===== src/rtl/uart_mem_pkg.sv =====
// Shared command/status codes and FSM states for the UART-to-HyperRAM bridge.
package uart_mem_pkg;
    localparam logic [7:0] CMD_WRITE  = 8'h01;
    localparam logic [7:0] CMD_READ   = 8'h02;
    localparam logic [7:0] CMD_PING   = 8'h03;

    localparam logic [7:0] ST_OK      = 8'hA5;
    localparam logic [7:0] ST_BAD_CMD = 8'hE1;
    localparam logic [7:0] ST_TIMEOUT = 8'hE2;
    localparam logic [7:0] ST_BAD_LEN = 8'hE3;

    typedef enum logic [3:0] {
        S_IDLE, S_LEN, S_ADDR, S_WDATA, S_WREQ,
        S_WWAIT, S_RREQ, S_RSEND, S_RESP, S_DRAIN
    } state_e;
endpackage


===== src/rtl/bridge_fifo.sv =====
// Read-burst buffer: synchronous FIFO with first-word-fall-through output.
module bridge_fifo #(
    parameter int W     = 32,
    parameter int DEPTH = 16
) (
    input  logic         clk,
    input  logic         reset,
    input  logic         push_i,
    input  logic [W-1:0] din_i,
    input  logic         pop_i,
    output logic [W-1:0] dout_o,
    output logic         full_o,
    output logic         empty_o
);
    localparam int PW = (DEPTH > 1) ? $clog2(DEPTH) : 1;
    localparam int CW = $clog2(DEPTH + 1);

    logic [W-1:0]  mem_q [DEPTH];
    logic [PW-1:0] wr_ptr_q, rd_ptr_q;
    logic [CW-1:0] cnt_q;
    logic          do_push, do_pop;

    // Depth need not be a power of two, so pointers wrap explicitly.
    function automatic logic [PW-1:0] inc(input logic [PW-1:0] p);
        return (p == PW'(DEPTH - 1)) ? '0 : p + 1'b1;
    endfunction

    assign full_o  = (cnt_q == CW'(DEPTH));
    assign empty_o = (cnt_q == '0);
    assign do_push = push_i && !full_o;
    assign do_pop  = pop_i && !empty_o;
    assign dout_o  = mem_q[rd_ptr_q];

    always_ff @(posedge clk or posedge reset) begin
        if (reset) begin
            wr_ptr_q <= '0;
            rd_ptr_q <= '0;
            cnt_q    <= '0;
        end else begin
            if (do_push) wr_ptr_q <= inc(wr_ptr_q);
            if (do_pop)  rd_ptr_q <= inc(rd_ptr_q);
            cnt_q <= cnt_q + CW'(do_push) - CW'(do_pop);
        end
    end

    always_ff @(posedge clk) begin
        if (do_push) mem_q[wr_ptr_q] <= din_i;
    end
endmodule


===== src/rtl/uart_mem_bridge.sv =====
// Byte-serial command parser driving burst reads/writes on the HyperRAM request
// interface and returning status-framed responses over the UART transmitter.
module uart_mem_bridge
    import uart_mem_pkg::*;
#(
    parameter int          DATA_BYTES     = 4,
    parameter int          ADDR_BYTES     = 4,
    parameter int          MAX_BURST      = 16,
    parameter int          TIMEOUT_CYCLES = 100000,
    parameter logic [31:0] PING_ID        = 32'h0000_0103
) (
    input  logic                    clk,
    input  logic                    reset,
    input  logic                    rx_valid,
    input  logic [7:0]              rx_data,
    input  logic                    tx_ready,
    output logic                    tx_start,
    output logic [7:0]              tx_data,
    output logic                    mem_rd_req,
    output logic                    mem_wr_req,
    output logic [8*ADDR_BYTES-1:0] mem_addr,
    output logic [8*DATA_BYTES-1:0] mem_wr_d,
    output logic [5:0]              mem_rd_num,
    input  logic [8*DATA_BYTES-1:0] mem_rd_d,
    input  logic                    mem_rd_rdy,
    input  logic                    mem_busy,
    output logic                    rx_overrun
);
    localparam int DW = 8 * DATA_BYTES;
    localparam int AW = 8 * ADDR_BYTES;
    localparam int TW = $clog2(TIMEOUT_CYCLES + 1);

    state_e        state_q, state_d;
    logic [7:0]    cmd_q, cmd_d, len_q, len_d, idx_q, idx_d, bcnt_q, bcnt_d;
    logic [7:0]    rbyte_q, rbyte_d, rwords_q, rwords_d;
    logic [AW-1:0] addr_q, addr_d;
    logic [DW-1:0] wdata_q, wdata_d, rword_q, rword_d;
    logic [39:0]   resp_q, resp_d;
    logic [2:0]    rcnt_q, rcnt_d;
    logic          hdr_q, hdr_d, bseen_q, bseen_d, ovr_q, ovr_d;
    logic [TW-1:0] tmo_q, tmo_d;
    logic          out_q, low_q, tx_start_q;
    logic [7:0]    tx_data_q, tx_byte;
    logic          tx_go, tx_free, tmo_hit, parsing, counting;
    logic          push, pop, fifo_full, fifo_empty;
    logic [DW-1:0] fifo_dout;

    assign tx_free  = tx_ready && !out_q;
    assign tmo_hit  = (tmo_q == TW'(TIMEOUT_CYCLES));
    assign parsing  = (state_q == S_IDLE) || (state_q == S_LEN) ||
                      (state_q == S_ADDR) || (state_q == S_WDATA);
    assign counting = (state_q == S_LEN) || (state_q == S_ADDR) ||
                      (state_q == S_WDATA) || (state_q == S_DRAIN);
    assign push     = mem_rd_rdy && !fifo_full &&
                      ((state_q == S_RREQ) || (state_q == S_RSEND));

    bridge_fifo #(.W(DW), .DEPTH(MAX_BURST)) u_fifo (
        .clk(clk), .reset(reset), .push_i(push), .din_i(mem_rd_d), .pop_i(pop),
        .dout_o(fifo_dout), .full_o(fifo_full), .empty_o(fifo_empty)
    );

    always_comb begin
        state_d  = state_q;   cmd_d   = cmd_q;   len_d    = len_q;    idx_d  = idx_q;
        bcnt_d   = bcnt_q;    addr_d  = addr_q;  wdata_d  = wdata_q;  resp_d = resp_q;
        rcnt_d   = rcnt_q;    hdr_d   = hdr_q;   rbyte_d  = rbyte_q;  rword_d = rword_q;
        rwords_d = rwords_q;  bseen_d = bseen_q;
        ovr_d    = ovr_q | (rx_valid && !parsing);
        tx_go    = 1'b0;
        tx_byte  = '0;
        pop      = 1'b0;
        if (!counting || rx_valid) tmo_d = '0;
        else if (!tmo_hit)         tmo_d = tmo_q + 1'b1;
        else                       tmo_d = tmo_q;

        case (state_q)
            S_IDLE: if (rx_valid) begin
                cmd_d  = rx_data;
                bcnt_d = '0;
                if (rx_data == CMD_PING) begin
                    resp_d = {ST_OK, PING_ID}; rcnt_d = 3'd5; state_d = S_RESP;
                end else if (rx_data == CMD_WRITE || rx_data == CMD_READ) begin
                    state_d = S_LEN;
                end else begin
                    resp_d = {ST_BAD_CMD, 32'h0}; rcnt_d = 3'd1; state_d = S_DRAIN;
                end
            end
            S_LEN: if (rx_valid) begin
                if (rx_data == 8'h00 || rx_data > 8'(MAX_BURST)) begin
                    resp_d = {ST_BAD_LEN, 32'h0}; rcnt_d = 3'd1; state_d = S_DRAIN;
                end else begin
                    len_d = rx_data; state_d = S_ADDR;
                end
            end else if (tmo_hit) begin
                resp_d = {ST_TIMEOUT, 32'h0}; rcnt_d = 3'd1; state_d = S_RESP;
            end
            S_ADDR: if (rx_valid) begin
                addr_d = {addr_q[AW-9:0], rx_data};
                bcnt_d = bcnt_q + 8'd1;
                if (bcnt_q == 8'(ADDR_BYTES - 1)) begin
                    bcnt_d = '0; idx_d = '0; hdr_d = 1'b0; rbyte_d = '0; rwords_d = '0;
                    state_d = (cmd_q == CMD_WRITE) ? S_WDATA : S_RREQ;
                end
            end else if (tmo_hit) begin
                resp_d = {ST_TIMEOUT, 32'h0}; rcnt_d = 3'd1; state_d = S_RESP;
            end
            S_WDATA: if (rx_valid) begin
                wdata_d = {wdata_q[DW-9:0], rx_data};
                bcnt_d  = bcnt_q + 8'd1;
                if (bcnt_q == 8'(DATA_BYTES - 1)) state_d = S_WREQ;
            end else if (tmo_hit) begin
                resp_d = {ST_TIMEOUT, 32'h0}; rcnt_d = 3'd1; state_d = S_RESP;
            end
            S_WREQ: if (!mem_busy) begin
                bseen_d = 1'b0; state_d = S_WWAIT;
            end
            // A write completes only after the controller has visibly taken it.
            S_WWAIT: if (mem_busy) begin
                bseen_d = 1'b1;
            end else if (bseen_q) begin
                if (idx_q == len_q - 8'd1) begin
                    resp_d = {ST_OK, 32'h0}; rcnt_d = 3'd1; state_d = S_RESP;
                end else begin
                    idx_d = idx_q + 8'd1; bcnt_d = '0; state_d = S_WDATA;
                end
            end
            S_RREQ: if (!mem_busy) state_d = S_RSEND;
            S_RSEND: begin
                if (hdr_q && rbyte_q == '0 && rwords_q == len_q) begin
                    state_d = S_IDLE;
                end else if (tx_free) begin
                    if (!hdr_q) begin
                        tx_go = 1'b1; tx_byte = ST_OK; hdr_d = 1'b1;
                    end else if (rbyte_q != '0) begin
                        tx_go = 1'b1; tx_byte = rword_q[DW-1 -: 8];
                        rword_d = rword_q << 8; rbyte_d = rbyte_q - 8'd1;
                    end else if (!fifo_empty) begin
                        pop = 1'b1; tx_go = 1'b1; tx_byte = fifo_dout[DW-1 -: 8];
                        rword_d = fifo_dout << 8; rbyte_d = 8'(DATA_BYTES - 1);
                        rwords_d = rwords_q + 8'd1;
                    end
                end
            end
            S_RESP, S_DRAIN: begin
                if (rcnt_q != '0) begin
                    if (tx_free) begin
                        tx_go = 1'b1; tx_byte = resp_q[39:32];
                        resp_d = {resp_q[31:0], 8'h00}; rcnt_d = rcnt_q - 3'd1;
                    end
                end else if (state_q == S_RESP || (tmo_hit && !rx_valid)) begin
                    state_d = S_IDLE;
                end
            end
            default: state_d = S_IDLE;
        endcase
    end

    always_ff @(posedge clk or posedge reset) begin
        if (reset) begin
            state_q <= S_IDLE;  cmd_q <= '0;    len_q <= 8'd1;  idx_q <= '0;
            bcnt_q  <= '0;      addr_q <= '0;   wdata_q <= '0;  resp_q <= '0;
            rcnt_q  <= '0;      hdr_q <= 1'b0;  rbyte_q <= '0;  rword_q <= '0;
            rwords_q <= '0;     bseen_q <= 1'b0; ovr_q <= 1'b0; tmo_q <= '0;
        end else begin
            state_q <= state_d;  cmd_q <= cmd_d;    len_q <= len_d;      idx_q <= idx_d;
            bcnt_q  <= bcnt_d;   addr_q <= addr_d;  wdata_q <= wdata_d;  resp_q <= resp_d;
            rcnt_q  <= rcnt_d;   hdr_q <= hdr_d;    rbyte_q <= rbyte_d;  rword_q <= rword_d;
            rwords_q <= rwords_d; bseen_q <= bseen_d; ovr_q <= ovr_d;    tmo_q <= tmo_d;
        end
    end

    // A byte stays outstanding until ready is seen low and then high again.
    always_ff @(posedge clk or posedge reset) begin
        if (reset) begin
            out_q <= 1'b0; low_q <= 1'b0; tx_start_q <= 1'b0; tx_data_q <= '0;
        end else begin
            tx_start_q <= tx_go;
            if (tx_go) begin
                tx_data_q <= tx_byte; out_q <= 1'b1; low_q <= 1'b0;
            end else if (out_q) begin
                if (!tx_ready)  low_q <= 1'b1;
                else if (low_q) out_q <= 1'b0;
            end
        end
    end

    assign tx_start   = tx_start_q;
    assign tx_data    = tx_data_q;
    assign mem_wr_req = (state_q == S_WREQ) && !mem_busy;
    assign mem_rd_req = (state_q == S_RREQ) && !mem_busy;
    assign mem_addr   = addr_q + AW'(idx_q);
    assign mem_wr_d   = wdata_q;
    assign mem_rd_num = len_q[5:0];
    assign rx_overrun = ovr_q;
endmodule


===== config.mk =====
export PLATFORM = sky130hd
export DESIGN_NAME = uart_mem_bridge
export DESIGN_NICKNAME = d
export VERILOG_FILES = /design/src/rtl/uart_mem_pkg.sv /design/src/rtl/bridge_fifo.sv /design/src/rtl/uart_mem_bridge.sv
export SDC_FILE = /design/constraint.sdc
export NUM_CORES = 1
export LEC_CHECK = 0
export BUFFER_PORTS_ARGS = -buffer_cell sky130_fd_sc_hd__buf_2
export CORE_ASPECT_RATIO = 1.1
export CORE_MARGIN = 3
export CORE_UTILIZATION = 40
export DETAILED_ROUTE_END_ITERATION = 6
export PLACE_DENSITY_LB_ADDON = 0.3
export SLEW_MARGIN = 20
export SYNTH_ARGS = -nofsm -noshare
export SYNTH_HDL_FRONTEND = slang
export SYNTH_SLANG_ARGS = --single-unit

===== constraint.sdc =====
create_clock -name clk -period 10.9 [get_ports clk]
set_clock_uncertainty 0.15 [all_clocks]
set_input_delay 1.635 -clock clk [delete_from_list [all_inputs] [get_ports clk]]
set_output_delay 1.635 -clock clk [all_outputs]
set_load 0.1 [all_outputs]

Word-level counts from Yosys, hierarchy flattened
Memory sizes are Yosys's and may differ from the RTL's.
Cells that the tools add are included.

storage, ports and cells
  output and inout port bits = 82
  bits in registers = 235
  memories = 1
  RAM bits = 512

cells by class
  mux-type cells = 116
  $lt $le $gt $ge = 1
  add/sub/neg operators = 12
  reductions and logical operators = 57
  equality and inequality tests = 50
  bitwise gates (word level) = 3

memories
  name          words  bits a word  rd ports  clocked after memory_dff  write ports  line               text
  u_fifo.mem_q  16     32           1         0                         1            bridge_fifo.sv:18  logic [W-1:0] mem_q [DEPTH];

operators by type and width
  cell                     count
  $mux W40                 12
  $mux W8                  29
  $pmux W40 S5             1
  $mux W4                  20
  $mux W32                 2
  $pmux W8 S2              4
  $ne A2 B2 Y1 const B     20
  $mux W3                  13
  $pmux W4 S9              1
  $mux W17                 2
  $add A32 B8 Y32          1
  $pmux W8 S4              1
  $mux W1                  27
  $add A8 B1 Y8 const B    3
  $eq A8 B2 Y1 const B     3
  $reduce_and A10 Y1       2
  $add A17 B1 Y17 const B  1
  $eq A17 B17 Y1 const B   1
  $eq A4 B3 Y1 const B     4
  $eq A4 B4 Y1 const B     4
  $eq A8 B1 Y1 const B     2
  $eq A8 B8 Y1             2
  $logic_not A8 Y1         2
  $sub A8 B1 Y8 const B    2
  32 further kinds         80

Longest topological paths before layout
Gate-level depths: netlist of the first run.

  depth in word-level cells = 9
  gate-level depth with buffers = 20

By module
Synthesis of the first run repeated with hierarchy kept, for this count alone.

second synthesis, totals
  cells, all modules = 2061
  area total of the unflattened synthesis = 31292.5 µm²

by module, submodules not included
  module           area each (µm²)  cells an instance  times used  seq. area each (µm²)
  bridge_fifo      20489.7          1014               1           15700.1
  uart_mem_bridge  10802.9          1047               1           5356.4

Least setup slack after synthesis of the first run
No wires, ideal clock.

  path kind = input to output
  start point = in mem_busy
  end point = out mem_wr_req
  setup slack = 4499 ps
  data arrival time = 4616 ps
  stages = 1
  required time = 9115 ps
  path through = nor4bb_1

between the ends
  cells in the longest elaborated chain, start to end = 2

ends and longest elaborated chain
  what                 line                    text
  start: declaration   uart_mem_bridge.sv:26   input logic mem_busy,
  $logic_not A1 Y1     uart_mem_bridge.sv:188  assign mem_wr_req = (state_q == S_WREQ) && !mem_busy;
  $logic_and A1 B1 Y1  uart_mem_bridge.sv:188
  end: declaration     uart_mem_bridge.sv:20   output logic mem_wr_req,

Every way passes these cells.

Final worst setup path of the first run
  start point = reg idx_q[0]
  end point = out mem_addr[20]

between the ends
  cells in the longest elaborated chain, start to end = 1

ends and longest elaborated chain
  what                      line                    text
  start: declaration        uart_mem_bridge.sv:34   logic [7:0] cmd_q, cmd_d, len_q, len_d, idx_q, idx_d, bcnt_q, bcnt_d;
  start signal: assignment  uart_mem_bridge.sv:164  state_q <= state_d; cmd_q <= cmd_d; len_q <= len_d; idx_q <= idx_d;
  $add A32 B8 Y32           uart_mem_bridge.sv:190  assign mem_addr = addr_q + AW'(idx_q);
  end: declaration          uart_mem_bridge.sv:21   output logic [8*ADDR_BYTES-1:0] mem_addr,

Every way passes these cells.

==> results of run 1 <==
-- worst max-delay path by stage --
stage | start | end | slack, ns | cells past startpoint
after floorplan | reset | addr_q[0]$_DFFE_PP0P_ | 2.90 | 1
after global routing | idx_q[0]$_DFFE_PP0P_ | mem_addr[16] | 4.86 | 11
final | idx_q[0]$_DFFE_PP0P_ | mem_addr[20] | 5.24 | 11
after global placement | idx_q[0]$_DFFE_PP0P_ | mem_addr[20] | 5.67 | 11
after CTS | idx_q[0]$_DFFE_PP0P_ | mem_addr[20] | 4.80 | 11
after detailed placement | idx_q[0]$_DFFE_PP0P_ | mem_addr[20] | 5.47 | 11
-- registers in the layout, summed over array words and instances, names as in the netlist, 3 cells and up --
signal and count:
resp_q 40, rcnt_q 3, tx_data 8, u_fifo.wr_ptr_q 4
rbyte_q 8, state_q 4, bcnt_q 8, tmo_q 17
addr_q 32, idx_q 8, cmd_q 8, u_fifo.rd_ptr_q 4
u_fifo.mem_q 512, rwords_q 8, u_fifo.cnt_q 5, mem_wr_d 32
rword_q 24, len_q 8
-- stage by stage --
stage	hold slack, ns	worst slack, ns	util [%]	area, um2
6_report	0.3235	5.240	46.54	34970
5_1_grt	0.3345	4.865	46.53	34970
4_1_cts	0.3256	4.801	46.51	34950
3_5_place_dp	0.3110	5.474	43.08	32370
3_3_place_gp	0.3017	5.666	43.07	32360
2_1_floorplan	0.2906	2.897	-	30600
-- cell usage in the layout, fill, tap and decap left out, drive strengths merged, types with 31 or more instances in the layout --
cell	synthesis	layout
clkbuf	59	94
xnor2	46	46
inv	31	31
clkinv	0	35
nand3	41	41
edfxtp	512	512
a21oi	40	40
buf	34	154
xor2	32	32
mux4	160	160
nand2	145	145
dfrtp	226	226
o21ai	49	49
a22o	36	36
nor2	95	95
mux2	70	70
-- power by group through the flow --
stage               combinational [W]  clock (W)  sequential (W)
finish                        0.00108    0.00264         0.00324
global placement              0.00106          0         0.00328
global route                  0.00116    0.00282         0.00325
floorplan                    0.000661          0         0.00347
detailed placement            0.00107          0         0.00329
CTS                           0.00108    0.00270         0.00323
-- layer usage --
| metal | GRT usage [%] | vias to the layer above | part of all wire [%] | wire length (um) |
|---|---|---|---|---|
| met5 | 0 | - | 0.068 | 47 |
| met4 | 4.737 | 8 | 2.4 | 1661 |
| met3 | 3.973 | 121 | 5.5 | 3814 |
| met2 | 29.20 | 437 | 49 | 33930 |
| met1 | 22.77 | 8698 | 43 | 29450 |
| li1 | - | 7452 | - | - |
-- cell type report --
type                       count  area, um2  share of cell area (%)
inverter                      31      128.9                  0.3685
sequential                   739      21070                   60.24
timing repair buffer         154      850.8                   2.433
antenna                        2      5.005                 0.01431
multi-input combinational    982       9074                   25.95
tap                         1016       1271                   3.635
clock buffer                  94       2062                   5.896
clock inverter                44      514.2                   1.470
-- logic make-up after synthesis --
kind of cell    count (synthesis)
flops                         739
simple gates                  437
mux                           230
compound gates                206
buf+inv                       124
xor+xnor                       78
fa+ha+maj                      31
==> key figures, run 1 <==
Run status
  – Run status: completed

Synthesis
  – Post-synthesis mux area share: 14.35%
  – Ys async rst share: 30.72%
  – Largest family of logic cells by synthesized area: multiplexers
  – Share of the synthesized area in the top cell type: 50.25%
  – Top area cells in the synthesized netlist: edfxtp_1, dfrtp_1, mux4_2, mux2_2, nand2_1
  – Most frequent cell after synthesis: edfxtp_1
  – Post-Synth Adder-Cell Area: 1.317%
  – Synth Register Bits: 739
  – Avg Inst Size Synth: 16.58 um2
  – Dominant cell type by area after synthesis: edfxtp_1
  – Post-Syn Area: 30,600 um2
  – Most instantiated cells after synthesis: edfxtp_1, dfrtp_1, mux4_2, nand2_1, nor2_1
  – Post-Synth Simple-Gate Area: 7.063%
  – Top_reg_cell synth: edfxtp_1
  – XOR/XNOR Fraction of Synth Area: 2.233%
  – Synth cell types: 66
  – Post-synth EDFFs: 512
  – Register area share after synthesis: 68.82%
  – Synth Area in Compound Gates: 4.519%
  – Post-Syn Instances: 1,845
  – Syn nets: 1,922
  – Yosys warnings: 0

Placement
  – Routability cong.: 0.8120
  – Detailed Place HPWL: 40.39 mm
  – DP Cell Count: 2,922
  – PortBufs: 127

Critical path
  – Worst Reg-to-Reg Cells: 16
  – CP Launch Type: register
  – CP Buf/Inv Count: 2
  – R2r setup slk: 6.24 ns
  – Reg2reg start: rbyte_q[0]$_DFFE_PP0P_
  – Worst Path Arrival: 3.87 ns
  – Crit Path Max Fanout: 9
  – Slowest CP cell: a211oi_2
  – Cell family with the largest share of critical-path delay: compound AO/OA/AOI/OAI gates
  – Reg-to-reg endpoint: u_fifo.cnt_q[4]$_DFF_PP0_
  – Type of the worst setup path: register to output pin
  – Critical-path cell list: ha_1, inv_1, fa_1, nor2b_1, o21ai_0, a21boi_0, o21ai_0, a211oi_2, nand4_1, xnor2_1, buf_2
  – Critical path capture point type: output pin
  – Most frequent CP cell: o21ai_0
  – Critical Path Max Stage Delay: 0.64 ns
  – Worst Path Required: 9.12 ns

Power
  – Sw Pwr: 0.002041 W
  – Leak: 12.78 nW
  – Sw Share: 29.34%
  – Pwr/cell area: 198.9 nW/um2
  – Seq pwr share: 46.6%
  – Total power: 0.006955 W
  – Internal power: 0.004914 W
  – Comb pwr share: 15.5%
  – Peak VDD IR: 178.4 uV
  – Clock network power share: 38.0%

Cells and area
  – Synth-to-layout area growth: 14.31%
  – Share of post-route cells with drive strength above 1: 26.47%
  – Fillers: 6,474
  – Final Instance Count excl. Fillers: 3,062
  – NumNets Final: 2,062

Timing
  – Achievable Freq: 176.7 MHz
  – Pins Over Slew Limit: 0
  – Slew @ Worst Pin: 0.9720 ns
  – RSZ-0062 raised after global routing: false
  – Setup violations, final: 0
  – Period utilization: 51.92%
  – Relative slew slack: 33.52%
  – Fin crit period: 5.660 ns
  – Final TNS setup: 0 ns
  – Hold Violations, Final: 0

Clock network
  – Worst-path clk slew: 0.06 ns
  – CTS tree: done
  – Root buffer cell: clkbuf_16
  – Max clock buf depth: 3
  – Setup bufs post-CTS: 0
  – Clock latency on the worst-skew pair: 0.63 ns
  – # hold bufs at CTS: 0
  – H-tree levels: 3
  – Resize count post-CTS: 0
  – CTS Buf Count: 77
  – CTS sink count: 739

Die
  – Total core area: 75,150 um2
  – Die area: 79,850 um2
  – IO Pins: 128
  – Die Width: 269.7 um
  – Initial Util: 40.71%
  – Row cnt: 105
  – Die Ht: 296.1 um

Hold path
  – Hold path depth: 1
  – Hold Path Sink: rx_overrun$_DFF_PP0_
  – Hold Crit Start: rx_overrun$_DFF_PP0_
  – Hold Crit Class: register to register

Job
  – Max-Cap Viols: 0

Drt
  – Initial DRC Count: 1,196
  – First-pass DRT Iterations: 6
  – Post-DRT Antenna Nets: 0
  – DR vias/cell: 5.459
  – Via count: 16,720
  – WL final: 68.90 mm
  – Wire per inst: 22.50 um
  – Drc violations: 0

GRT
  – First-pass GRT wire length: 106.0 mm
  – Overflow after GRT: 0
  – Largest net degree at the start of global routing: 152
  – Number of global-route vias before repair: 17,240
  – Initial antenna violation count: 7
  – GRT Util Overall: 17.31%
No activity file was read; power rests on OpenSTA's default activity.
==> run 2: changes to the inputs <==
==> constraint.sdc (replaced) <==
create_clock -name clk -period 5.2 [get_ports clk]
set_clock_uncertainty 0.15 [all_clocks]
set_input_delay 0.78 -clock clk [delete_from_list [all_inputs] [get_ports clk]]
set_output_delay 0.78 -clock clk [all_outputs]
set_load 0.1 [all_outputs]
==> key figures, run 2 (same netlist as run 1, synthesis figures left out) <==
Placement
  – Detailed Place HPWL: 41.87 mm
  – Routability cong.: 0.8026
  – DP Cell Count: 2,945
  – PortBufs: 127
  – Area after DPL: 32,560 um2

Critical path
  – Cell family with the largest share of critical-path delay: compound AO/OA/AOI/OAI gates
  – Critical-path cell list: ha_1, inv_1, fa_1, nor2b_1, o21ai_0, a21boi_0, o21ai_0, a211oi_1, buf_4, nand3_1, xnor2_1, buf_2
  – Most frequent CP cell: o21ai_0
  – Reg-to-reg endpoint: u_fifo.cnt_q[4]$_DFF_PP0_
  – CP Launch Type: register
  – Critical path capture point type: output pin
  – Critical Path Max Stage Delay: 0.45 ns
  – CP Buf/Inv Count: 3
  – Slowest CP cell: dfrtp_1
  – R2r setup slk: 0.97 ns
  – Worst Path Arrival: 3.55 ns
  – Reg2reg start: rbyte_q[2]$_DFFE_PP0P_
  – Type of the worst setup path: register to output pin
  – Worst Path Required: 4.27 ns
  – Worst Reg-to-Reg Cells: 14
  – Crit Path Max Fanout: 9

Clock network
  – Max clock buf depth: 3
  – Setup bufs post-CTS: 0
  – Resize count post-CTS: 0
  – # hold bufs at CTS: 0
  – Worst-path clk slew: 0.06 ns
  – CTS Buf Count: 76
  – CTS tree: done
  – Clock latency on the worst-skew pair: 0.62 ns
  – H-tree levels: 3
  – CTS sink count: 739
  – Root buffer cell: clkbuf_16

Die
  – Initial Util: 40.71%
  – Die Ht: 296.1 um
  – Die area: 79,850 um2
  – Total core area: 75,150 um2
  – Die Width: 269.7 um
  – IO Pins: 128
  – Row cnt: 105

Drt
  – First-pass DRT Iterations: 5
  – DR top layer: met5
  – Initial DRC Count: 1,400
  – M1 WL: 28.99 mm
  – Wire per inst: 22.07 um
  – WL final: 68.12 mm
  – DR vias/cell: 5.482
  – Drc violations: 0
  – Post-DRT Antenna Nets: 0
  – Via count: 16,920
  – Routed met3 length: 3.485 mm
  – DR WL met2: 34.21 mm

GRT
  – Number of global-route vias before repair: 17,380
  – Initial antenna violation count: 4
  – Overflow after GRT: 0
  – GRT Util Overall: 17.22%
  – First-pass GRT wire length: 106.3 mm
  – Largest net degree at the start of global routing: 156

Cells and area
  – Most common cell after layout, fill and taps aside: edfxtp_1
  – Max reg flops: 512
  – Share of post-route cells with drive strength above 1: 26.97%
  – NumNets Final: 2,084
  – Final Util: 46.65%
  – Most frequent cells in the layout: edfxtp_1, dfrtp_1, mux4_2
  – Final Instance Count excl. Fillers: 3,086
  – Design area: 35,060 um2
  – Top Registers: u_fifo.mem_q (512), resp_q (40)
  – Largest register by flop count: u_fifo.mem_q
  – Synth-to-layout area growth: 14.58%

Timing
  – Relative slew slack: 42.10%
  – RSZ-0062 raised after global routing: false
  – Setup violations, final: 0
  – Achievable Freq: 223.3 MHz
  – Slew @ Worst Pin: 0.8666 ns
  – Period utilization: 86.11%
  – Hold Violations, Final: 0
  – Pins Over Slew Limit: 0
  – Fin crit period: 4.478 ns
  – Final TNS setup: 0 ns

Job
  – Max-Cap Viols: 0

Run status
  – Run status: completed

Power
  – Pwr/cell area: 410.7 nW/um2
  – Peak VDD IR: 494.9 uV
  – Leak: 12.84 nW

Hold path
  – Hold Crit Class: primary input to asynchronous set/reset pin
run 2: cell count changes in the layout (fill, tap and decap cells not counted), moves of 2 or more:
cell	change
bufinv_16	-3
clkbuf_1	+6
buf_4	+21
clkinv_1	-2
clkinv_2	-3
clkinvlp_2	+4
buf_12	+2
run 2: how the worst max path moves through the flow:
stage                                     end  slack [ns]              startpoint  cells past startpoint
floorplan                        mem_addr[20]        0.28    idx_q[0]$_DFFE_PP0P_                     10
global placement    u_fifo.cnt_q[4]$_DFF_PP0_        1.00  rbyte_q[0]$_DFFE_PP0P_                     16
detailed placement  u_fifo.cnt_q[4]$_DFF_PP0_        0.99  rbyte_q[0]$_DFFE_PP0P_                     16
CTS                              mem_addr[22]        0.66    idx_q[0]$_DFFE_PP0P_                     12
global route                     mem_addr[22]        0.38    idx_q[0]$_DFFE_PP0P_                     12
finish                           mem_addr[22]        0.72    idx_q[0]$_DFFE_PP0P_                     12
run 2: metrics by stage:
| stage | total power [W] | hold WS (ns) | setup slack (ns) |
|---|---|---|---|
| final | 0.01440 | 0.08590 | 0.7225 |
| after global routing | 0.01498 | 0.1197 | 0.3772 |
| after CTS | 0.01454 | 0.07420 | 0.6590 |
| after detailed placement | 0.009163 | 0.3230 | 0.9879 |
| after global placement | 0.009117 | 0.3065 | 1.002 |
| after floorplan | 0.008651 | 0.2906 | 0.2778 |
run 2: metal layers:
layer  global-route usage [%]  vias to the layer above
met5                        0                        -
met4                    4.909                        4
met3                    2.735                       97
met2                    29.59                      466
met1                    22.90                     8863
li1                         -                     7486
run 2: area by class of cell:
cell class	instances	area, um2
multi-input combinational	982	9059
tap	1016	1271
clock buffer	99	2071
clock inverter	41	417.9
timing repair buffer	177	1049
antenna	1	2.502
sequential	739	21070
fill	6475	40090
inverter	31	120.1
run 2: power by group:
group / internal (W) / switching, W
sequential: 0.00653 / 0.000247
combinational: 0.000573 / 0.00170
clock: 0.00305 / 0.00229
==> run 3: changes to the inputs <==
--- a/config.mk
+++ b/config.mk
@@ -6,6 +6,8 @@
 export NUM_CORES = 1
 export LEC_CHECK = 0
 export BUFFER_PORTS_ARGS = -buffer_cell sky130_fd_sc_hd__buf_2
+export CELL_PAD_IN_SITES_DETAIL_PLACEMENT = 1
+export CELL_PAD_IN_SITES_GLOBAL_PLACEMENT = 2
 export CORE_ASPECT_RATIO = 1.1
 export CORE_MARGIN = 3
 export CORE_UTILIZATION = 40
==> constraint.sdc (replaced) <==
create_clock -name clk -period 5.2 [get_ports clk]
set_clock_uncertainty 0.15 [all_clocks]
set_input_delay 0.26 -clock clk [delete_from_list [all_inputs] [get_ports clk]]
set_output_delay 0.26 -clock clk [all_outputs]
set_load 0.1 [all_outputs]
==> key figures, run 3 (same netlist as run 1, synthesis figures left out) <==
Placement
  – DP Cell Count: 2,942
  – PortBufs: 127
  – Area after DPL: 32,540 um2
  – Detailed Place HPWL: 46.37 mm
  – Routability cong.: 0.7742
  – Post-Place Worst Slack: 0.9954 ns

Cells and area
  – Final Instance Count excl. Fillers: 3,131
  – Max reg flops: 512
  – Most frequent cells in the layout: edfxtp_1, dfrtp_1, mux4_2
  – NumNets Final: 2,128
  – Design area: 35,550 um2
  – Most common cell after layout, fill and taps aside: edfxtp_1
  – Inserted Diodes: 0
  – Largest register by flop count: u_fifo.mem_q
  – Share of post-route cells with drive strength above 1: 26.29%
  – Top Registers: u_fifo.mem_q (512), resp_q (40)
  – Fillers: 7,219
  – Synth-to-layout area growth: 16.19%

Clock network
  – Resize count post-CTS: 0
  – CTS Buf Count: 79
  – Root buffer cell: clkbuf_16
  – CTS sink count: 739
  – Worst-path clk slew: 0.06 ns
  – # hold bufs at CTS: 44
  – H-tree levels: 3
  – Clock latency on the worst-skew pair: 0.63 ns
  – Max clock buf depth: 3
  – Setup bufs post-CTS: 0
  – CTS tree: done

GRT
  – Number of global-route vias before repair: 18,390
  – Overflow after GRT: 0
  – GRT Util Overall: 18.84%
  – First-pass GRT wire length: 114.8 mm
  – Initial antenna violation count: 0
  – Largest net degree at the start of global routing: 111

Job
  – Max-Cap Viols: 0

Die
  – Total core area: 75,150 um2
  – Initial Util: 40.71%
  – IO Pins: 128
  – Die Ht: 296.1 um
  – Row cnt: 105
  – Die Width: 269.7 um
  – Die area: 79,850 um2

Power
  – Peak VDD IR: 323.4 uV
  – Leak: 13.06 nW
  – Total power: 0.01467 W
  – Pwr/cell area: 412.7 nW/um2

Timing
  – Hold Violations, Final: 0
  – Setup ws final: 0.9433 ns
  – Slew @ Worst Pin: 0.8888 ns
  – Fin crit period: 4.257 ns
  – Period utilization: 81.86%
  – Achievable Freq: 234.9 MHz
  – Final TNS setup: 0 ns
  – Pins Over Slew Limit: 0
  – Setup violations, final: 0
  – RSZ-0062 raised after global routing: false
  – Relative slew slack: 40.75%

Drt
  – Via count: 17,030
  – First-pass DRT Iterations: 5
  – Wire per inst: 23.80 um
  – M1 WL: 31.96 mm
  – DR vias/cell: 5.438
  – DR top layer: met4
  – WL final: 74.52 mm
  – Drc violations: 0
  – Initial DRC Count: 1,184
  – DR WL met2: 37.83 mm
  – Post-DRT Antenna Nets: 0
  – Routed met3 length: 3.209 mm

Critical path
  – Most frequent CP cell: inv_1
  – Crit Path Max Fanout: 18
  – Worst Reg-to-Reg Cells: 14
  – Worst Path Arrival: 4.61 ns
  – Reg-to-reg endpoint: u_fifo.cnt_q[4]$_DFF_PP0_
  – Worst Path Required: 5.55 ns
  – R2r setup slk: 0.94 ns
  – CP Launch Type: register
  – Critical path capture point type: register
  – Type of the worst setup path: register to register
  – Critical Path Max Stage Delay: 0.65 ns
  – Critical-path cell list: or4_1, or2_1, or4_4, and3b_1, ha_1, inv_1, ha_1, inv_1, fa_1, inv_1, a21oi_1, nor2_1, nor2_1, xnor2_1
  – Slowest CP cell: or4_1
  – Reg2reg start: rbyte_q[2]$_DFFE_PP0P_

Run status
  – Run status: completed

Hold path
  – Hold Crit Class: primary input to asynchronous set/reset pin
## run 3: cell types whose count changed in the layout (fill, tap and decap cells not counted), moves of 3 or more
cell           delta
and2_2            -3
and2_4            +3
buf_4             -3
clkbuf_1          +4
clkbuf_16         +4
clkinvlp_2        -4
dlygate4sd3_1    +44
## run 3: per-stage QoR
stage,util (%),hold slack (ns)
floorplan,-,0.2089
global placement,43.30,0.1428
detailed placement,43.30,0.1390
CTS,47.30,0.02434
global route,47.31,0.06091
finish,47.31,0.04610
## run 3: cell type report
class,count,area [um2],area share [%]
sequential,739,21070,59.26
clock buffer,107,2186,6.149
multi-input combinational,982,9062,25.49
inverter,31,120.1,0.3379
clock inverter,38,377.9,1.063
tap,1016,1271,3.576
timing repair buffer,218,1466,4.125
## run 3: where the power goes
group / internal (W) / switching [W]
Sequential: 0.00653 / 0.000238
Combinational: 0.000603 / 0.00177
Clock: 0.00322 / 0.00231
Total: 0.0104 / 0.00432
## run 3: critical path, delay by kind of cell (launching register included)
family                     cells  cell delay (ns)
xor gates and xnor gates       1             0.11
DFF                            1             0.45
buffers and inverters          3             0.20
AOI/OAI and AO/OA              1             0.05
and+or+nand+nor                6             2.19
adders and majority gates      3             1.00
## run 3: how the worst max path moves through the flow
stage,start,to,slack (ns)
after floorplan,idx_q[0]$_DFFE_PP0P_,mem_addr[20],0.80
after global placement,rbyte_q[2]$_DFFE_PP0P_,u_fifo.cnt_q[4]$_DFF_PP0_,1.02
after detailed placement,rbyte_q[2]$_DFFE_PP0P_,u_fifo.cnt_q[4]$_DFF_PP0_,1.0
after CTS,idx_q[2]$_DFFE_PP0P_,mem_addr[17],0.86
after global routing,rbyte_q[2]$_DFFE_PP0P_,u_fifo.cnt_q[4]$_DFF_PP0_,0.69
final,rbyte_q[2]$_DFFE_PP0P_,u_fifo.cnt_q[4]$_DFF_PP0_,0.94
## run 3: metal layers
layer,GRT usage [%],up-vias
li1,-,7581
met1,24.31,8968
met2,33.44,382
met3,2.783,96
met4,5.253,0
met5,0,-
